<file path="src/rtl/adder_arbiter.sv">
// Two requesters share one 4-bit ripple-carry adder through an IDLE/CALC/RESP FSM.
// Optional signed-overflow output is built only when ADDER_ARB_OVF_EN is defined.

module full_adder (
  input  logic a,
  input  logic b,
  input  logic ci,
  output logic s,
  output logic co
);
  assign s  = a ^ b ^ ci;
  assign co = (a & b) | (ci & (a ^ b));
endmodule

module adder_arbiter #(
  parameter bit FIXED_PRI = 1'b0
) (
  input  logic       clk,
  input  logic       rst,
  input  logic       req0,
  input  logic       req1,
  input  logic [3:0] a0,
  input  logic [3:0] b0,
  input  logic [3:0] a1,
  input  logic [3:0] b1,
  input  logic       cin0,
  input  logic       cin1,
  output logic       ack0,
  output logic       ack1,
  output logic [3:0] s,
  output logic       co,
  output logic       sel,
  output logic       busy,
  output logic       ovf,
  output logic [1:0] state_dbg
);

  // Handshake: a requester holds req high with stable operands until its ack;
  // ack is a single-cycle pulse in RESP and s/co/sel are valid while it is high.
  typedef enum logic [1:0] {IDLE = 2'd0, CALC = 2'd1, RESP = 2'd2} state_t;

  state_t     state_q, state_d;
  logic       ptr_q, ptr_d;
  logic       sel_q, sel_d;
  logic [3:0] op_a_q, op_a_d;
  logic [3:0] op_b_q, op_b_d;
  logic       op_c_q, op_c_d;
  logic [3:0] s_q, s_d;
  logic       co_q, co_d;
  logic       grant1;
  logic [3:0] sum;
  logic [4:0] carry;

  assign carry[0] = op_c_q;

  for (genvar i = 0; i < 4; i++) begin : g_rca
    full_adder u_fa (
      .a  (op_a_q[i]),
      .b  (op_b_q[i]),
      .ci (carry[i]),
      .s  (sum[i]),
      .co (carry[i+1])
    );
  end

  // A lone request always wins; ties go to the pointer unless fixed priority.
  always_comb begin
    grant1 = req1;
    if (req0 && req1) begin
      grant1 = FIXED_PRI ? 1'b0 : ptr_q;
    end
  end

  always_comb begin
    state_d = state_q;
    ptr_d   = ptr_q;
    sel_d   = sel_q;
    op_a_d  = op_a_q;
    op_b_d  = op_b_q;
    op_c_d  = op_c_q;
    s_d     = s_q;
    co_d    = co_q;
    case (state_q)
      IDLE: begin
        if (req0 || req1) begin
          state_d = CALC;
          sel_d   = grant1;
          op_a_d  = grant1 ? a1 : a0;
          op_b_d  = grant1 ? b1 : b0;
          op_c_d  = grant1 ? cin1 : cin0;
        end
      end
      CALC: begin
        state_d = RESP;
        s_d     = sum;
        co_d    = carry[4];
      end
      RESP: begin
        state_d = IDLE;
        ptr_d   = ~sel_q;
      end
      default: state_d = IDLE;
    endcase
  end

  always_ff @(posedge clk or posedge rst) begin
    if (rst) begin
      state_q <= IDLE;
      ptr_q   <= 1'b0;
      sel_q   <= 1'b0;
      op_a_q  <= 4'd0;
      op_b_q  <= 4'd0;
      op_c_q  <= 1'b0;
      s_q     <= 4'd0;
      co_q    <= 1'b0;
    end else begin
      state_q <= state_d;
      ptr_q   <= ptr_d;
      sel_q   <= sel_d;
      op_a_q  <= op_a_d;
      op_b_q  <= op_b_d;
      op_c_q  <= op_c_d;
      s_q     <= s_d;
      co_q    <= co_d;
    end
  end

`ifdef ADDER_ARB_OVF_EN
  logic ovf_q, ovf_d;

  always_comb begin
    ovf_d = ovf_q;
    if (state_q == CALC) begin
      ovf_d = (op_a_q[3] == op_b_q[3]) && (sum[3] != op_a_q[3]);
    end
  end

  always_ff @(posedge clk or posedge rst) begin
    if (rst) ovf_q <= 1'b0;
    else     ovf_q <= ovf_d;
  end

  assign ovf = ovf_q;
`else
  assign ovf = 1'b0;
`endif

  assign ack0      = (state_q == RESP) && !sel_q;
  assign ack1      = (state_q == RESP) && sel_q;
  assign s         = s_q;
  assign co        = co_q;
  assign sel       = sel_q;
  assign busy      = (state_q != IDLE);
  assign state_dbg = state_q;

endmodule
</file>
<file path="config.mk">
export PLATFORM = sky130hd
export DESIGN_NAME = adder_arbiter
export DESIGN_NICKNAME = d
export VERILOG_FILES = /design/src/rtl/adder_arbiter.sv
export SDC_FILE = /design/constraint.sdc
export NUM_CORES = 1
export LEC_CHECK = 0
export ABC_AREA = 1
export BUFFER_PORTS_ARGS = -buffer_cell sky130_fd_sc_hd__clkbuf_2
export CELL_PAD_IN_SITES_DETAIL_PLACEMENT = 1
export CELL_PAD_IN_SITES_GLOBAL_PLACEMENT = 2
export CORE_UTILIZATION = 29
export CTS_CLUSTER_SIZE = 10
export DETAILED_ROUTE_END_ITERATION = 6
export GPL_TIMING_DRIVEN = 0
export PLACE_DENSITY = 0.84
export SLEW_MARGIN = 30
export SYNTH_ARGS = -nofsm -noshare
export SYNTH_HDL_FRONTEND = slang
export SYNTH_SLANG_ARGS = --single-unit
</file>
<file path="constraint.sdc">
create_clock -name clk -period 4.3 [get_ports clk]
set_clock_uncertainty 0.05 [all_clocks]
set_input_delay 0.86 -clock clk [delete_from_list [all_inputs] [get_ports clk]]
set_output_delay 0.86 -clock clk [all_outputs]
set_load 0.005 [all_outputs]
</file>
== After elaboration in Yosys (flattened, before gate mapping) ==
Index checks and enable logic that the tools add are counted.
W data, S select, Z words.
Storage, ports and cells
  register bits after elaboration: 18
  bits of input ports: 22
  output and inout port bits: 12
Cells by class
  equality and inequality tests: 3
  muxes and demuxes: 6
  bitwise operators: 21
  reductions and logical operators: 8
Operators by type and width (number)
  $and A1 B1 Y1: 8
  $mux W4: 2
  $xor A1 B1 Y1: 8
  $or A1 B1 Y1: 4
  $pmux W2 S2: 1
  $logic_and A1 B1 Y1: 3
  $eq A2 B1 Y1 const B: 1
  $eq A2 B2 Y1 const B: 1
  $logic_not A2 Y1: 1
  $mux W1: 2
  $mux W2: 1
  $ne A2 B2 Y1 const B: 1
  $reduce_and A2 Y1: 1
  $reduce_bool A2 Y1: 1
  $logic_not A1 Y1: 1
  $logic_or A1 B1 Y1: 1
  $not A1 Y1: 1

== Depth between registers and ports, before layout ==
Gate-level depths: netlist of run 1.
  word-level depth: 9
  gate-level depth with buffers: 8

== By module ==
A second synthesis of run 1 with hierarchy kept.
Second synthesis, totals
  cell total of the unflattened synthesis: 124
  area total of the unflattened synthesis: 1017.2 um^2
By module, submodules not included
  adder_arbiter: instances 1, cells an instance 120, area an instance 937.1 um^2
  full_adder: instances 4, cells an instance 1, area an instance 20.0 um^2

== Worst setup path before layout of run 1 ==
Ideal clock, no wire load.
  path type: flip-flop to flip-flop
  from: register op_c_q
  to: register s_q[3], in the netlist s[3]
  library setup time: 0.083 ns
  data arrival time: 1.945 ns
  required time: 4.167 ns
  setup slack: 2.222 ns
  stages on the path, launching flop included: 9
  buffers on the path: 0
  path through: dfrtp_1 > inv_1 > fa_1 > inv_1 > fa_1 > fa_1 > inv_1 > fa_1 > o21ai_0
On the way
  longest elaborated chain between the ends: 7
Ends and longest elaborated chain
  from (decl): line 47  | logic op_c_q, op_c_d;
  from (signal assigned): line 122  | op_c_q <= op_c_d;
  $and A1 B1 Y1: line 12  | assign co = (a & b) | (ci & (a ^ b));
  $or A1 B1 Y1: line 12
  $and A1 B1 Y1: line 12
  $or A1 B1 Y1: line 12
  $and A1 B1 Y1: line 12
  $or A1 B1 Y1: line 12
  $xor A1 B1 Y1: line 11  | assign s = a ^ b ^ ci;
  to (signal assigned): line 114  | s_q <= 4'd0;
  to (signal assigned): line 123  | s_q <= s_d;
  to (decl): line 48  | logic [3:0] s_q, s_d;
Every way passes these cells.
A chain may end at the register's enable or synchronous reset.

== Worst setup path in the final report of run 1 ==
Same ends and word-level chain as after synthesis.

==> results of run 1 <==
[cells by family (layout without fill, tap and decap cells)]
group | count (synthesis) | in the layout | share of synthesized area
compound gates | 5 | 5 | 0.0278
fa+ha+maj | 4 | 4 | 0.0773
buf+inv | 36 | 71 | 0.152
flops | 18 | 18 | 0.435
other cells | 1 | 1 | 0.00362
simple gates | 64 | 64 | 0.304
[state kept, by name (all words and copies together), names as in the netlist]
signal,flops
co,1
op_a_q,4
op_b_q,4
op_c_q,1
ptr_q,1
s,4
sel,1
state_dbg,2
[worst max-delay path, cell delays in order (launching register included)]
cell     delay [ps]
dfrtp_1         390
inv_1            80
fa_1            170
inv_1            50
fa_1            380
fa_1            390
inv_1           100
fa_1            410
o21ai_0         190
[worst paths after layout]
kind | to | slack [ps] | cells past startpoint | startpoint
setup / recovery | s[3]$_DFFE_PP0N_ | 2010 | 8 | op_c_q$_DFFE_PP0P_
hold reg to reg | op_a_q[0]$_DFFE_PP0P_ | 440 | 2 | op_a_q[0]$_DFFE_PP0P_
min in group asynchronous | s[0]$_DFFE_PP0N_ | 570 | 2 | rst
max in group asynchronous | op_c_q$_DFFE_PP0P_ | 3200 | 2 | rst
setup reg to reg | s[3]$_DFFE_PP0N_ | 2010 | 8 | op_c_q$_DFFE_PP0P_
hold / removal | op_a_q[0]$_DFFE_PP0P_ | 440 | 2 | op_a_q[0]$_DFFE_PP0P_
[Yosys cell counts (all sizes together)]
cell type and number:
nand2 42, inv 32, dfrtp 18, nand3 18, buf 4, fa 4
nor2 4, o21ai 4, a21oi 1, conb 1
[layout make-up]
class / instances / share of cell area
Sequential cell: 18 / 0.353
Multi-Input combinational cell: 74 / 0.335
Timing Repair Buffer: 32 / 0.125
Inverter: 32 / 0.0941
Tap cell: 46 / 0.0451
Buffer: 4 / 0.0294
Clock buffer: 3 / 0.0176
[power by group]
part	switching, mW	internal (mW)	leakage, nW
logic	0.233	0.169	0.534
registers	0.0548	0.253	0.219
clock network	0.0512	0.0326	0.0138
total	0.339	0.455	0.767
[layer usage]
metal	track usage	vias to the layer above	part of all wire
met4	0.0571	0	0.018
met3	0.0186	5	0.032
met5	0	-	0
li1	-	442	-
met2	0.257	23	0.51
met1	0.177	412	0.43
==> results.md, run 1 <==
- Die Area: 3820 um2
- Sequential cell area: 450 um2
- Final nets: 191
- Rel. slew slack: 0.556
- Final Power: 0.794 mW
- Vias: 882
- Initial Util: 0.306
- Register area share after synthesis: 0.435
- Final Util: 0.377
- DP Area: 1250 um2
- RSZ-0062 raised after global routing: false
- Die W: 61.8 um
- CTS HTree Levels: 1
- Initial DRC count: 25
- Clk slew on worst S/H paths: 100 ps
- Core Box Area: 3390 um2
- Largest net degree at the start of global routing: 19
- Final worst slack: 2010 ps
- Global route overflow: 0
- CTS tree: yes
- Mapped Avg Cell Area: 8.09 um2
- YS warnings: 0
- Synth Instances: 128
- Layout cell share with drive strength beyond 1: 0.325
- Yosys top cell by area: dfrtp_1
- Placed cells: 206
- DR pass1 iterations: 3
- Most frequent cells in the layout: 39 x nand2_1, 32 x clkbuf_2, 29 x inv_1, 18 x dfrtp_1, 13 x nand3_1
- Buffer depth of the longest clock path: 2
- Pwr dens: 622 nW/um2
- DRC: 0
- Via-to-Cell Ratio: 4.22
- Setup Buffers After CTS: 0
- Worst-Margin Slew: 665 ps
- Top post-synthesis cells by area: dfrtp_1 43%, nand2_1 14%, inv_1 11%
- Max-cap violations: 0
- Startpoint types: flop
- F_max: 0.438 GHz
- Detailed placement HPWL: 1860 um
- Pins Over Slew Limit: 0
- Outcome: finished clean
- Detail Route Antenna Nets: 0
- Tcrit/Tclk final: 0.531
- Tot GR Track Use: 0.144
- CTS Hold Bufs: 0
- First-pass GRT wire length: 3930 um
- Synthesis-stage register bit count: 18
- P_leak: 0.767 nW
- Setup CP Type: reg -> reg
- Max Fanout on Critical Path: 2
- Worst hold path class: reg -> reg
- Pre-CTS setup slack: 1990 ps
- Port Buf Inserts: 32
- Post-CTS sizing: 0
- Area delta synth->final: 23.2%
- Leading cell type in the layout, fill and taps excluded: nand2_1
- Critical path arrival: 2450 ps
- Initial antenna violation count: 0
- Fillcell total: 443
- Die H: 61.8 um
- Clk_lat worst skew: 290 ps
- Sum of negative setup slack: 0 ps
- Total CTS buffers: 3
- Worst vdd ir: 0.124 mV
- Net Count, Synth: 154
- Hold Vio Cnt, Final: 0
- Total Wirelength: 2270 um
- Routed wire per std cell: 10.9 um
- Vias in the first global route: 891
- Yosys top cell area share: 0.435
- Worst hold slack: 440 ps
- Mapped cell area: 1040 um2
- Area of the multi-input gates: 428 um2
- Ports: 34
- Critical Path RT: 4470 ps
- Gpl congestion: 0.739
- Root Driver: clkbuf_4
- Fin cells: 209
- Crit path time final: 2290 ps
- Final setup fails: 0
- ANT cells: 0
- CP Capture Type: flop
- Post-route cell area: 1280 um2
- Site Rows: 21
- Synth cell types: 18
- # clock sinks: 18
(Power assumes the default switching activity.)
==> run 2: changes to the inputs <==
--- a/config.mk
+++ b/config.mk
@@ -5,15 +5,15 @@
 export SDC_FILE = /design/constraint.sdc
 export NUM_CORES = 1
 export LEC_CHECK = 0
-export ABC_AREA = 1
+export ABC_AREA = 0
 export BUFFER_PORTS_ARGS = -buffer_cell sky130_fd_sc_hd__clkbuf_2
 export CELL_PAD_IN_SITES_DETAIL_PLACEMENT = 1
 export CELL_PAD_IN_SITES_GLOBAL_PLACEMENT = 2
-export CORE_UTILIZATION = 29
+export CORE_UTILIZATION = 26
 export CTS_CLUSTER_SIZE = 10
 export DETAILED_ROUTE_END_ITERATION = 6
 export GPL_TIMING_DRIVEN = 0
-export PLACE_DENSITY = 0.84
+export PLACE_DENSITY = 0.76
 export SLEW_MARGIN = 30
 export SYNTH_ARGS = -nofsm -noshare
 export SYNTH_HDL_FRONTEND = slang
==> constraint.sdc (replaced) <==
create_clock -name clk -period 1.88 [get_ports clk]
set_clock_uncertainty 0.05 [all_clocks]
set_input_delay 0.376 -clock clk [delete_from_list [all_inputs] [get_ports clk]]
set_output_delay 0.376 -clock clk [all_outputs]
set_load 0.005 [all_outputs]
==> run 2 against run 1 <==
The flow now finishes with violations (negative setup slack). Fmax up 11%. Utilization shrank 2.2 points. Final area grew 2.5%.
==> results.md, run 2 <==
- First-pass GRT wire length: 3560 um
- Final worst slack: -178 ps
- Pwr dens: 1630 nW/um2
- Buffer depth of the longest clock path: 2
- Clk_lat worst skew: 250 ps
- Port Buf Inserts: 32
- Worst hold path class: in -> async
- Number of flops mapped to enable cells by yosys: 0
- CP Launch Point: op_c_q$_DFFE_PP0P_
- Top post-synthesis cells by area: dfrtp_1 45%, a31oi_2 11%, fa_1 8.0%
- Synth cell types: 24
- CTS tree: yes
- ANT cells: 0
- Detail Route Antenna Nets: 0
- Detailed placement HPWL: 1690 um
- Max Fanout on Critical Path: 2
- Layout cell share with drive strength beyond 1: 0.463
- Setup CP Type: reg -> reg
- Site Rows: 22
- P_leak: 0.620 nW
- RSZ-0062 raised after global routing: true
- Ys flop type: dfrtp_1
- Yosys top cell area share: 0.448
- Hold Vio Cnt, Final: 0
- Total CTS buffers: 3
- Total Wirelength: 2140 um
- Tot GR Track Use: 0.110
- Die Area: 4120 um2
- Fin cells: 184
- Clk slew on worst S/H paths: 70 ps
- Initial Util: 0.272
- Pins Over Slew Limit: 0
- Tcrit/Tclk final: 1.09
- Initial DRC count: 5
- Rel. slew slack: 0.546
- Worst hold slack: 147 ps
- Synth Instances: 98
- DP Area: 1230 um2
- Reg2reg start: op_c_q$_DFFE_PP0P_
- Most frequent cells in the layout: 33 x clkbuf_2, 18 x dfrtp_1, 10 x nand3_1
- Mapped Avg Cell Area: 10.3 um2
- Routed wire per std cell: 11.6 um
- Worst-Margin Slew: 681 ps
- Root Driver: clkbuf_8
- Vias: 810
- Area delta synth->final: 30.1%
- Final nets: 163
- Die W: 64.2 um
- Largest net degree at the start of global routing: 19
- Crit path time final: 2060 ps
- Gpl congestion: 0.718
- Sum of negative setup slack: -193 ps
- Placed cells: 178
- YS warnings: 0
- Final setup fails: 2
- Critical path arrival: 2190 ps
- Synthesis-stage register bit count: 18
- Global route overflow: 0
- Startpoint types: flop
- Critical Path RT: 2010 ps
- # clock sinks: 18
- Core Box Area: 3690 um2
- Asr flop ratio synth: 1.00
- Pre-CTS setup slack: -164 ps
- CTS Hold Bufs: 0
- F_max: 0.486 GHz
- Vias in the first global route: 834
- Ports: 34
- DR pass1 iterations: 4
- Final Util: 0.354
- Max-cap violations: 0
- Commonest cells post-synth: 18 x dfrtp_1, 10 x inv_1, 10 x nand3_1
- Yosys top cell by area: dfrtp_1
- Register area share after synthesis: 0.448
- Outcome: finished, violations left
- Worst vdd ir: 0.359 mV
- Die H: 64.2 um
- Net Count, Synth: 124
- Initial antenna violation count: 0
- Post-route cell area: 1310 um2
- Final Power: 2.13 mW
- Mapped cell area: 1000 um2
- DRC: 0
- Violated checks: negative setup slack
- CTS HTree Levels: 1
- CP Capture Type: flop
- Most frequent cell after synthesis: dfrtp_1
- Leading cell type in the layout, fill and taps excluded: clkbuf_2
- Via-to-Cell Ratio: 4.40
## run 2: changes by cell type in the layout (fill, tap and decap cells not counted), moves of 5 or more
cell     delta
a21oi_1     +8
a31oi_2     +9
inv_1      -23
nand2_1    -36
nand3_2     -5
o21ai_0     +6
## run 2: final timing paths
| check | end | cells after the start | slack (ps) |
|---|---|---|---|
| worst max-delay path | s[3]$_DFFE_PP0N_ | 8 | -180 |
| worst min-delay path | sel$_DFFE_PP0P_ | 2 | 150 |
| worst max register to register | s[3]$_DFFE_PP0N_ | 8 | -180 |
| worst min register to register | s[0]$_DFFE_PP0N_ | 2 | 440 |
| max in group asynchronous | op_c_q$_DFFE_PP0P_ | 2 | 1200 |
| min in group clk | op_c_q$_DFFE_PP0P_ | 3 | 350 |
## run 2: critical path, stage by stage, from the launching register on
cell	delay (ps)
dfrtp_1	390
inv_2	70
fa_2	200
inv_2	40
fa_2	330
fa_2	340
inv_2	60
fa_1	400
o21ai_1	120
## run 2: repair_timing
| item | CTS | global route |
|---|---|---|
| gates resized for setup | 1 | 6 |
| endpoints found under the setup margin | 3 | 4 |
| pin swaps | 1 | 0 |
| gates cloned | 0 | 0 |
| buffers inserted | 2 | 0 |
| endpoints found under the hold margin | 0 | 0 |
## run 2: per-layer routing
metal,global-route usage,part of all wire
met5,0,0
met4,0.0750,0.026
met3,0.00714,0.034
met2,0.182,0.48
met1,0.136,0.46
## run 2: cell type report
| type | instances | area, um2 |
|---|---|---|
| inverter | 12 | 45.0 |
| sequential | 18 | 450 |
| fill | 457 | 2380 |
| buffer | 7 | 61.3 |
| tap | 48 | 60.1 |
| timing repair buffer | 34 | 175 |
| clock buffer | 4 | 55.1 |
| multi-input combinational | 61 | 460 |
## run 2: kinds of logic after synthesis
| group | after synthesis | synth area share |
|---|---|---|
| AOI/OAI and AO/OA | 32 | 0.229 |
| adders and majority gates | 4 | 0.0797 |
| buffers and inverters | 19 | 0.105 |
| DFF | 18 | 0.448 |
| muxes | 2 | 0.0224 |
| other | 1 | 0.00373 |
| and+or+nand+nor | 22 | 0.112 |
## run 2: power by group
part / switching (mW) / internal (mW) / leakage (nW)
Sequential: 0.135 / 0.591 / 0.210
Clock: 0.127 / 0.186 / 0.0288
Combinational: 0.548 / 0.544 / 0.381
Total: 0.810 / 1.32 / 0.620
